File: src/rtl/execute_unit.sv
// Execute stage: single-cycle ALU plus optional iterative 32-cycle shift-add multiplier.
// Multiplier and its FSM are built only when EXECUTE_UNIT_MUL_EN is defined.
module execute_unit #(
    parameter int unsigned DATA_W = 32,
    parameter int unsigned REG_AW = 4
) (
    input  logic              clk,
    input  logic              rst_n,
    input  logic              in_valid,
    output logic              in_ready,
    input  logic [3:0]        opcode,
    input  logic [DATA_W-1:0] operand_a,
    input  logic [DATA_W-1:0] operand_b,
    input  logic [REG_AW-1:0] dest_reg,
    output logic [REG_AW-1:0] write_register,
    output logic              write_enable,
    output logic [DATA_W-1:0] write_data,
    output logic              flag_z,
    output logic              flag_n,
    output logic              flag_c,
    output logic              flag_v,
    output logic              illegal_op
);

    localparam logic [3:0] OP_ADD = 4'd0;
    localparam logic [3:0] OP_SUB = 4'd1;
    localparam logic [3:0] OP_AND = 4'd2;
    localparam logic [3:0] OP_OR  = 4'd3;
    localparam logic [3:0] OP_XOR = 4'd4;
    localparam logic [3:0] OP_SLL = 4'd5;
    localparam logic [3:0] OP_SRL = 4'd6;
    localparam logic [3:0] OP_SRA = 4'd7;
    localparam logic [3:0] OP_MUL = 4'd8;
    localparam logic [3:0] OP_CMP = 4'd9;

    localparam int unsigned MSB = DATA_W - 1;

    logic [DATA_W:0]   sum_ext;
    logic [DATA_W:0]   diff_ext;
    logic [4:0]        shamt;
    logic [DATA_W-1:0] alu_res;
    logic              alu_c;
    logic              alu_v;
    logic              op_legal;
    logic              op_write;
    logic              op_mul;
    logic              accept;

    logic              we_q, we_d;
    logic              ill_q, ill_d;
    logic [REG_AW-1:0] wreg_q, wreg_d;
    logic [DATA_W-1:0] wdata_q, wdata_d;
    logic [3:0]        flags_q, flags_d;

    assign sum_ext  = {1'b0, operand_a} + {1'b0, operand_b};
    assign diff_ext = {1'b0, operand_a} - {1'b0, operand_b};
    assign shamt    = operand_b[4:0];

    always_comb begin
        alu_res  = '0;
        alu_c    = 1'b0;
        alu_v    = 1'b0;
        op_legal = 1'b1;
        op_write = 1'b1;
        op_mul   = 1'b0;
        case (opcode)
            OP_ADD: begin
                alu_res = sum_ext[DATA_W-1:0];
                alu_c   = sum_ext[DATA_W];
                alu_v   = (operand_a[MSB] == operand_b[MSB]) && (alu_res[MSB] != operand_a[MSB]);
            end
            OP_SUB, OP_CMP: begin
                alu_res  = diff_ext[DATA_W-1:0];
                // Carry means "no borrow", i.e. a >= b unsigned.
                alu_c    = ~diff_ext[DATA_W];
                alu_v    = (operand_a[MSB] != operand_b[MSB]) && (alu_res[MSB] != operand_a[MSB]);
                op_write = (opcode == OP_SUB);
            end
            OP_AND: alu_res = operand_a & operand_b;
            OP_OR:  alu_res = operand_a | operand_b;
            OP_XOR: alu_res = operand_a ^ operand_b;
            OP_SLL: alu_res = operand_a << shamt;
            OP_SRL: alu_res = operand_a >> shamt;
            OP_SRA: alu_res = $signed(operand_a) >>> shamt;
            OP_MUL: begin
`ifdef EXECUTE_UNIT_MUL_EN
                op_write = 1'b0;
                op_mul   = 1'b1;
`else
                op_legal = 1'b0;
                op_write = 1'b0;
`endif
            end
            default: begin
                op_legal = 1'b0;
                op_write = 1'b0;
            end
        endcase
    end

`ifdef EXECUTE_UNIT_MUL_EN
    localparam logic [0:0] IDLE = 1'b0;
    localparam logic [0:0] MUL  = 1'b1;

    logic [0:0]        state_q, state_d;
    logic [4:0]        cnt_q, cnt_d;
    logic [DATA_W-1:0] mcand_q, mcand_d;
    logic [DATA_W-1:0] mplier_q, mplier_d;
    logic [DATA_W-1:0] acc_q, acc_d;
    logic [REG_AW-1:0] mdest_q, mdest_d;
    logic [DATA_W-1:0] acc_next;

    assign in_ready = (state_q == IDLE) && rst_n;
    assign acc_next = acc_q + (mplier_q[0] ? mcand_q : '0);
`else
    assign in_ready = rst_n;
`endif

    assign accept = in_valid && in_ready;

    always_comb begin
        we_d    = 1'b0;
        ill_d   = 1'b0;
        wreg_d  = wreg_q;
        wdata_d = wdata_q;
        flags_d = flags_q;
        if (accept) begin
            if (!op_legal) begin
                ill_d = 1'b1;
            end else if (!op_mul) begin
                flags_d = {alu_res == '0, alu_res[MSB], alu_c, alu_v};
                if (op_write) begin
                    we_d    = 1'b1;
                    wreg_d  = dest_reg;
                    wdata_d = alu_res;
                end
            end
        end
`ifdef EXECUTE_UNIT_MUL_EN
        state_d  = state_q;
        cnt_d    = cnt_q;
        mcand_d  = mcand_q;
        mplier_d = mplier_q;
        acc_d    = acc_q;
        mdest_d  = mdest_q;
        if (state_q == IDLE) begin
            if (accept && op_mul) begin
                state_d  = MUL;
                cnt_d    = '0;
                mcand_d  = operand_a;
                mplier_d = operand_b;
                acc_d    = '0;
                mdest_d  = dest_reg;
            end
        end else begin
            acc_d    = acc_next;
            mcand_d  = mcand_q << 1;
            mplier_d = mplier_q >> 1;
            cnt_d    = cnt_q + 5'd1;
            if (cnt_q == 5'd31) begin
                state_d = IDLE;
                cnt_d   = '0;
                we_d    = 1'b1;
                wreg_d  = mdest_q;
                wdata_d = acc_next;
                flags_d = {acc_next == '0, acc_next[MSB], 2'b00};
            end
        end
`endif
    end

    always_ff @(posedge clk or negedge rst_n) begin
        if (!rst_n) begin
            we_q    <= 1'b0;
            ill_q   <= 1'b0;
            wreg_q  <= '0;
            wdata_q <= '0;
            flags_q <= '0;
        end else begin
            we_q    <= we_d;
            ill_q   <= ill_d;
            wreg_q  <= wreg_d;
            wdata_q <= wdata_d;
            flags_q <= flags_d;
        end
    end

`ifdef EXECUTE_UNIT_MUL_EN
    always_ff @(posedge clk or negedge rst_n) begin
        if (!rst_n) begin
            state_q  <= IDLE;
            cnt_q    <= '0;
            mcand_q  <= '0;
            mplier_q <= '0;
            acc_q    <= '0;
            mdest_q  <= '0;
        end else begin
            state_q  <= state_d;
            cnt_q    <= cnt_d;
            mcand_q  <= mcand_d;
            mplier_q <= mplier_d;
            acc_q    <= acc_d;
            mdest_q  <= mdest_d;
        end
    end
`endif

    assign write_enable   = we_q;
    assign write_register = wreg_q;
    assign write_data     = wdata_q;
    assign illegal_op     = ill_q;
    assign flag_z         = flags_q[3];
    assign flag_n         = flags_q[2];
    assign flag_c         = flags_q[1];
    assign flag_v         = flags_q[0];

endmodule

File: config.mk
export PLATFORM = sky130hd
export DESIGN_NAME = execute_unit
export DESIGN_NICKNAME = d
export VERILOG_FILES = /design/src/rtl/execute_unit.sv
export SDC_FILE = /design/constraint.sdc
export NUM_CORES = 1
export LEC_CHECK = 0
export ABC_AREA = 1
export BUFFER_PORTS_ARGS = -buffer_cell sky130_fd_sc_hd__buf_2
export CORE_MARGIN = 3
export CORE_UTILIZATION = 52
export DETAILED_ROUTE_END_ITERATION = 8
export PLACE_DENSITY = 0.74
export SETUP_SLACK_MARGIN = 0.3
export SYNTH_ARGS = -nofsm -noshare
export SYNTH_HDL_FRONTEND = slang
export SYNTH_SLANG_ARGS = --single-unit
File: constraint.sdc
create_clock -name clk -period 0.8 [get_ports clk]
set_input_delay 0 -clock clk [delete_from_list [all_inputs] [get_ports clk]]
set_output_delay 0 -clock clk [all_outputs]
set_load 0.005 [all_outputs]
==> results.tsv, run 1 <==
stage	metric	value	unit
outcome	error_line	[ERROR GRT-0232] Routing congestion too high. Check the congestion heatmap in the GUI.	
logic_synthesis	synthTopCellsByCount	nand2_1, nand3_1, inv_1	
floorplan	start_util	53.35	%
logic_synthesis	synth_area_leader_cell	nand2_1	
logic_synthesis	seq_area_frac_synth	8.649	%
placement	placed_area	16660	µm²
logic_synthesis	synth_top_area_share	23.85	%
logic_synthesis	synth_seq_cells	42	
logic_synthesis	synth_most_common_cell	nand2_1	
sta	worst_path_end_type	sequential cell input	
logic_synthesis	synthTopCellsByArea	nand2_1, nand3_1, ha_1	
logic_synthesis	yosys_warnings	0	
placement	place.gp.congestion	1.176	
global_routing	grt_util_all_layers	88.20	%
cts	cts_buffers	5	
logic_synthesis	synth-edff-count	0	
logic_synthesis	synthesis.nets	2498	
logic_synthesis	yosysUniqueCellTypes	48	
floorplan	ioPinCount	118	
floorplan	dieWidth	158.9	µm
logic_synthesis	synthCells	2315	
cts	cts.path.max_buffers	2	
logic_synthesis	synth_area	12150	µm²
cts	clockRootBuffer	clkbuf_16	
global_routing	grt_max_degree	49	
logic_synthesis	synthArstFlopShare	100.0	%
floorplan	row_count	55	
cts	h-tree-depth	2	
cts	cts_sinks	42	
outcome	status	stopped before the end	
floorplan	die_y	158.9	µm
global_routing	grt-ovfl-total	399	
logic_synthesis	syn_avg_cell_area	5.249	µm²
placement	hpwl	50.55	mm
logic_synthesis	synth_ff_type	dfrtp_1	
placement	pre_cts_slack	-1.780	ns
outcome	lastStage	global routing (5_1_grt)	
placement	port_buffers	117	
sta	worst_endpoint	flags_q[3]$_DFFE_PN0P_/D	
-- logic make-up after synthesis --
logic type	Yosys count	synth area share, %
xor+xnor	1	0.07209
compound gates	210	9.823
buf+inv	416	14.70
fa+ha+maj	108	11.24
simple gates	1538	55.51
flops	42	8.649
-- through the flow --
step                setup TNS [ns]  cells  utilization (%)  hold WS, ns
floorplan                   -31.85   2315                -      -0.2956
global placement            -50.67   3140            73.13       0.1989
detailed placement          -52.96   3140            73.13       0.2031
CTS                         -30.70   3197            84.89      -0.3590
-- timing repair --
action,4_1_cts
endpoints found under the setup margin,84
resized for setup,566
pin swaps,124
buffers inserted,44
cloned,5
hold endpoints to repair,46
-- layer usage --
| layer | overflow | global-route usage [%] |
|---|---|---|
| met5 | 1 | 52.77 |
| met4 | 123 | 91.60 |
| met3 | 19 | 77.17 |
| met2 | 239 | 99.88 |
| met1 | 17 | 86.94 |
==> run 2, diff against run 1 <==
- CORE_UTILIZATION: 52 -> 37
- PLACE_DENSITY: 0.74 -> unset
- PLACE_DENSITY_LB_ADDON: unset -> 0.15
- SETUP_SLACK_MARGIN: 0.3 -> unset
- clock period: 0.8 -> 1 ns (I/O delays scaled with it)
==> results.tsv, run 2 <==
stage	metric	value	unit	change
worst_setup_path	cp_top_family	simple AND/OR/NAND/NOR gates		
final_layout	diodes	0		
pwr	leakage	11.43	nW	
logic_synthesis	yosysUniqueCellTypes	48		unchanged
sta	rsz0062_at_grt	yes		
placement	port_buffers	117		unchanged
detailed_routing	drt_first_pass_iters	6		
logic_synthesis	synth_area_leader_cell	nand2_1		unchanged
global_routing	grt_pass1_wl	104.3	mm	
final_layout	layout_commonest_cell	nand2_1		
final_layout	multi_input_area	12340	µm²	
detailed_routing	top_layer_used	met4		
logic_synthesis	synthTopCellsByArea	nand2_1, nand3_1, ha_1		unchanged
sta	setup_viol	36		
detailed_routing	drt_iter0_markers	2130		
detailed_routing	via_per_inst	5.484		
global_routing	grt-ovfl-total	0		
sta	slew_headroom	64.99	%	
logic_synthesis	synthArstFlopShare	100.0	%	unchanged
detailed_routing	wl_met3	6.890	mm	
final_layout	largest_reg_flops	32		
floorplan	dieWidth	187.2	µm	was 158.9 µm
cts	clockRootBuffer	clkbuf_16		unchanged
detailed_routing	met1_length	29.89	mm	
placement	dp_cells	3352		was 3140
global_routing	grt_util_all_layers	38.61	%	
worst_setup_path	crit_arrival	2.23	ns	
placement	place.gp.congestion	1.054		was 1.176
logic_synthesis	synth_most_common_cell	nand2_1		unchanged
cts	cts.path.max_buffers	2		unchanged
job	max-cap-violations	0		
cts	path_clk_slew	0.06	ns	
detailed_routing	wl_met2	31.14	mm	
floorplan	fp.coreArea	31960	µm²	
detailed_routing	wl_per_cell	21.18	µm	
logic_synthesis	synth_area	12150	µm²	unchanged
worst_setup_path	max_stage_delay	0.43	ns	
floorplan	start_util	38.02	%	was 53.35%
logic_synthesis	synth-edff-count	0		unchanged
sta	slew_violations	0		
worst_setup_path	path_buf_inv	7		
floorplan	die_y	187.2	µm	was 158.9 µm
logic_synthesis	synth_ff_type	dfrtp_1		unchanged
placement	pre_cts_slack	-1.826	ns	was -1.780 ns
detailed_routing	antenna_left	0		
final_layout	layout-drive-gt1-share	51.06	%	
sta	period_share	204.2	%	
final_layout	nFillCells	2926		
detailed_routing	route.detailed.drc	0		
final_layout	mostFrequentLayoutCells	nand2_1, buf_4, nand3_1, inv_1, nand2_2		
logic_synthesis	synth_seq_cells	42		unchanged
sta	tightest_slew	0.5252	ns	
final_layout	regArea	1051	µm²	
outcome	status	finished, violations left		was stopped before the end
sta	finalCriticalPeriod	2.042	ns	
global_routing	grt_pass1_vias	17300		
logic_synthesis	seq_area_frac_synth	8.649	%	unchanged
sta	hold_violations	42		
final_layout	nets	3194		
sta	holdWs	-0.2006	ns	
detailed_routing	routed_wl	73.02	mm	
floorplan	die_area	35050	µm²	
cts	clk_latency	0.29	ns	
worst_setup_path	critPathRequiredTime	1.19	ns	
placement	hpwl	57.89	mm	was 50.55 mm
worst_setup_path	crit_chain	buf_8, inv_8, ha_4, buf_4, inv_4, nand2_4, nand2_4, clkinv_1, nand3_2, buf_6, nand2_2, nand2_1, o211ai_1, nor2_1, nand4_1, nor2_1, buf_4, nand2_4, nor2_2, nand2_1, nand2_1		
detailed_routing	via_count	18900		
global_routing	grt_max_degree	52		
worst_setup_path	cp_slowest_cell	o211ai_1		
min_path	hold_class	input port to asynchronous set/reset pin		
floorplan	row_count	65		was 55
logic_synthesis	synthTopCellsByCount	nand2_1, nand3_1, inv_1		unchanged
logic_synthesis	synthCells	2315		unchanged
logic_synthesis	yosys_warnings	0		unchanged
logic_synthesis	synthesis.nets	2498		unchanged
worst_setup_path	crit_type	input port to flop		
cts	h-tree-depth	2		unchanged
pwr	power.density	747.6	nW/µm²	
logic_synthesis	syn_avg_cell_area	5.249	µm²	unchanged
worst_setup_path	startpoint_type	input port		
final_layout	fin_area	21940	µm²	
cts	cts_sinks	42		unchanged
worst_setup_path	crit_fanout	6		
sta	finClkSkew	0	ns	
logic_synthesis	synth_top_area_share	23.85	%	unchanged
worst_setup_path	worstSetupPathDepth	21		
cts	cts_hold_buf	4		
cts	cts_buffers	5		unchanged
placement	placed_area	17410	µm²	was 16660 µm²
worst_setup_path	endpoint_kind	flop		
sta	fmax	489.8	MHz	
worst_setup_path	rr_worst_depth	2		
cts	cts_tree	done		
pwr	ir_worst_vdd	0.8998	mV	
floorplan	ioPinCount	118		unchanged
global_routing	antenna_found_initial	0		
sta	fin_ws	-1.042	ns	
final_layout	instances_no_fill	3447		
final_layout	syn2layout_area_growth	80.56	%	
outcome	violations	negative hold slack, negative setup slack		
worst_setup_path	r2r_slack	0.30	ns	
## run 2: cell counts after synthesis
No cell type changed its count.
## run 2: cells by family after synthesis
| group | count (synthesis) | synth area share [%] |
|---|---|---|
| flip-flops | 42 | 8.649 |
| buffers and inverters | 416 | 14.70 |
| adder cells (fa/ha/maj) | 108 | 11.24 |
| AND/OR/NAND/NOR | 1538 | 55.51 |
| AO/OA/AOI/OAI | 210 | 9.823 |
| XOR/XNOR | 1 | 0.07209 |
## run 2: layout make-up
| class | instances | area share (%) |
|---|---|---|
| Clock buffer | 5 | 0.5703 |
| Clock inverter | 3 | 0.1083 |
| Inverter | 313 | 5.971 |
| Multi-Input combinational cell | 1857 | 56.24 |
| Sequential cell | 42 | 4.790 |
| Tap cell | 435 | 2.481 |
| Timing Repair Buffer | 790 | 29.69 |
| Timing Repair inverter | 2 | 0.1483 |
## run 2: worst paths after layout
| check | startpoint | to |
|---|---|---|
| max in group asynchronous | rst_n | write_data[1] |
| hold reg to reg | write_register[1] | write_register[1] |
| min in group clk | opcode[3] | illegal_op |
| setup / recovery | operand_b[4] | flags_q[3] |
| setup reg to reg | flags_q[0] | flags_q[0] |
| hold / removal | rst_n | write_data[30] |
## run 2: repair_timing
action / 4_1_cts / 5_1_grt
endpoints found under the setup margin: 36 / 36
pin swaps: 157 / 182
gates resized for setup: 600 / 444
gates cloned: 4 / 1
endpoints found under the hold margin: 46 / 42
buffers inserted: 62 / 36
## run 2: report_power, final
part	total (mW)	switching [mW]	internal, mW
registers	2.14	0.149	1.99
clock network	1.62	0.692	0.933
logic	12.6	7.09	5.55
total	16.4	7.93	8.47
## run 2: through the flow
stage	hold WS, ns	power, mW	utilization [%]	setup TNS, ns
3_3_place_gp	0.1309	11.42	54.46	-48.33
4_1_cts	-0.1833	14.83	63.12	-26.65
3_5_place_dp	0.1279	11.49	54.46	-48.97
5_1_grt	-0.1486	17.26	68.65	-30.15
6_report	-0.2006	16.40	68.65	-27.67
2_1_floorplan	-0.2956	6.613	-	-24.78
## run 2: routing by layer
metal	up-vias	GRT usage [%]
li1	8808	-
met1	8684	53.61
met2	1160	59.47
met3	250	3.936
met4	0	19.25
met5	-	0
(Power assumes the default switching activity.)
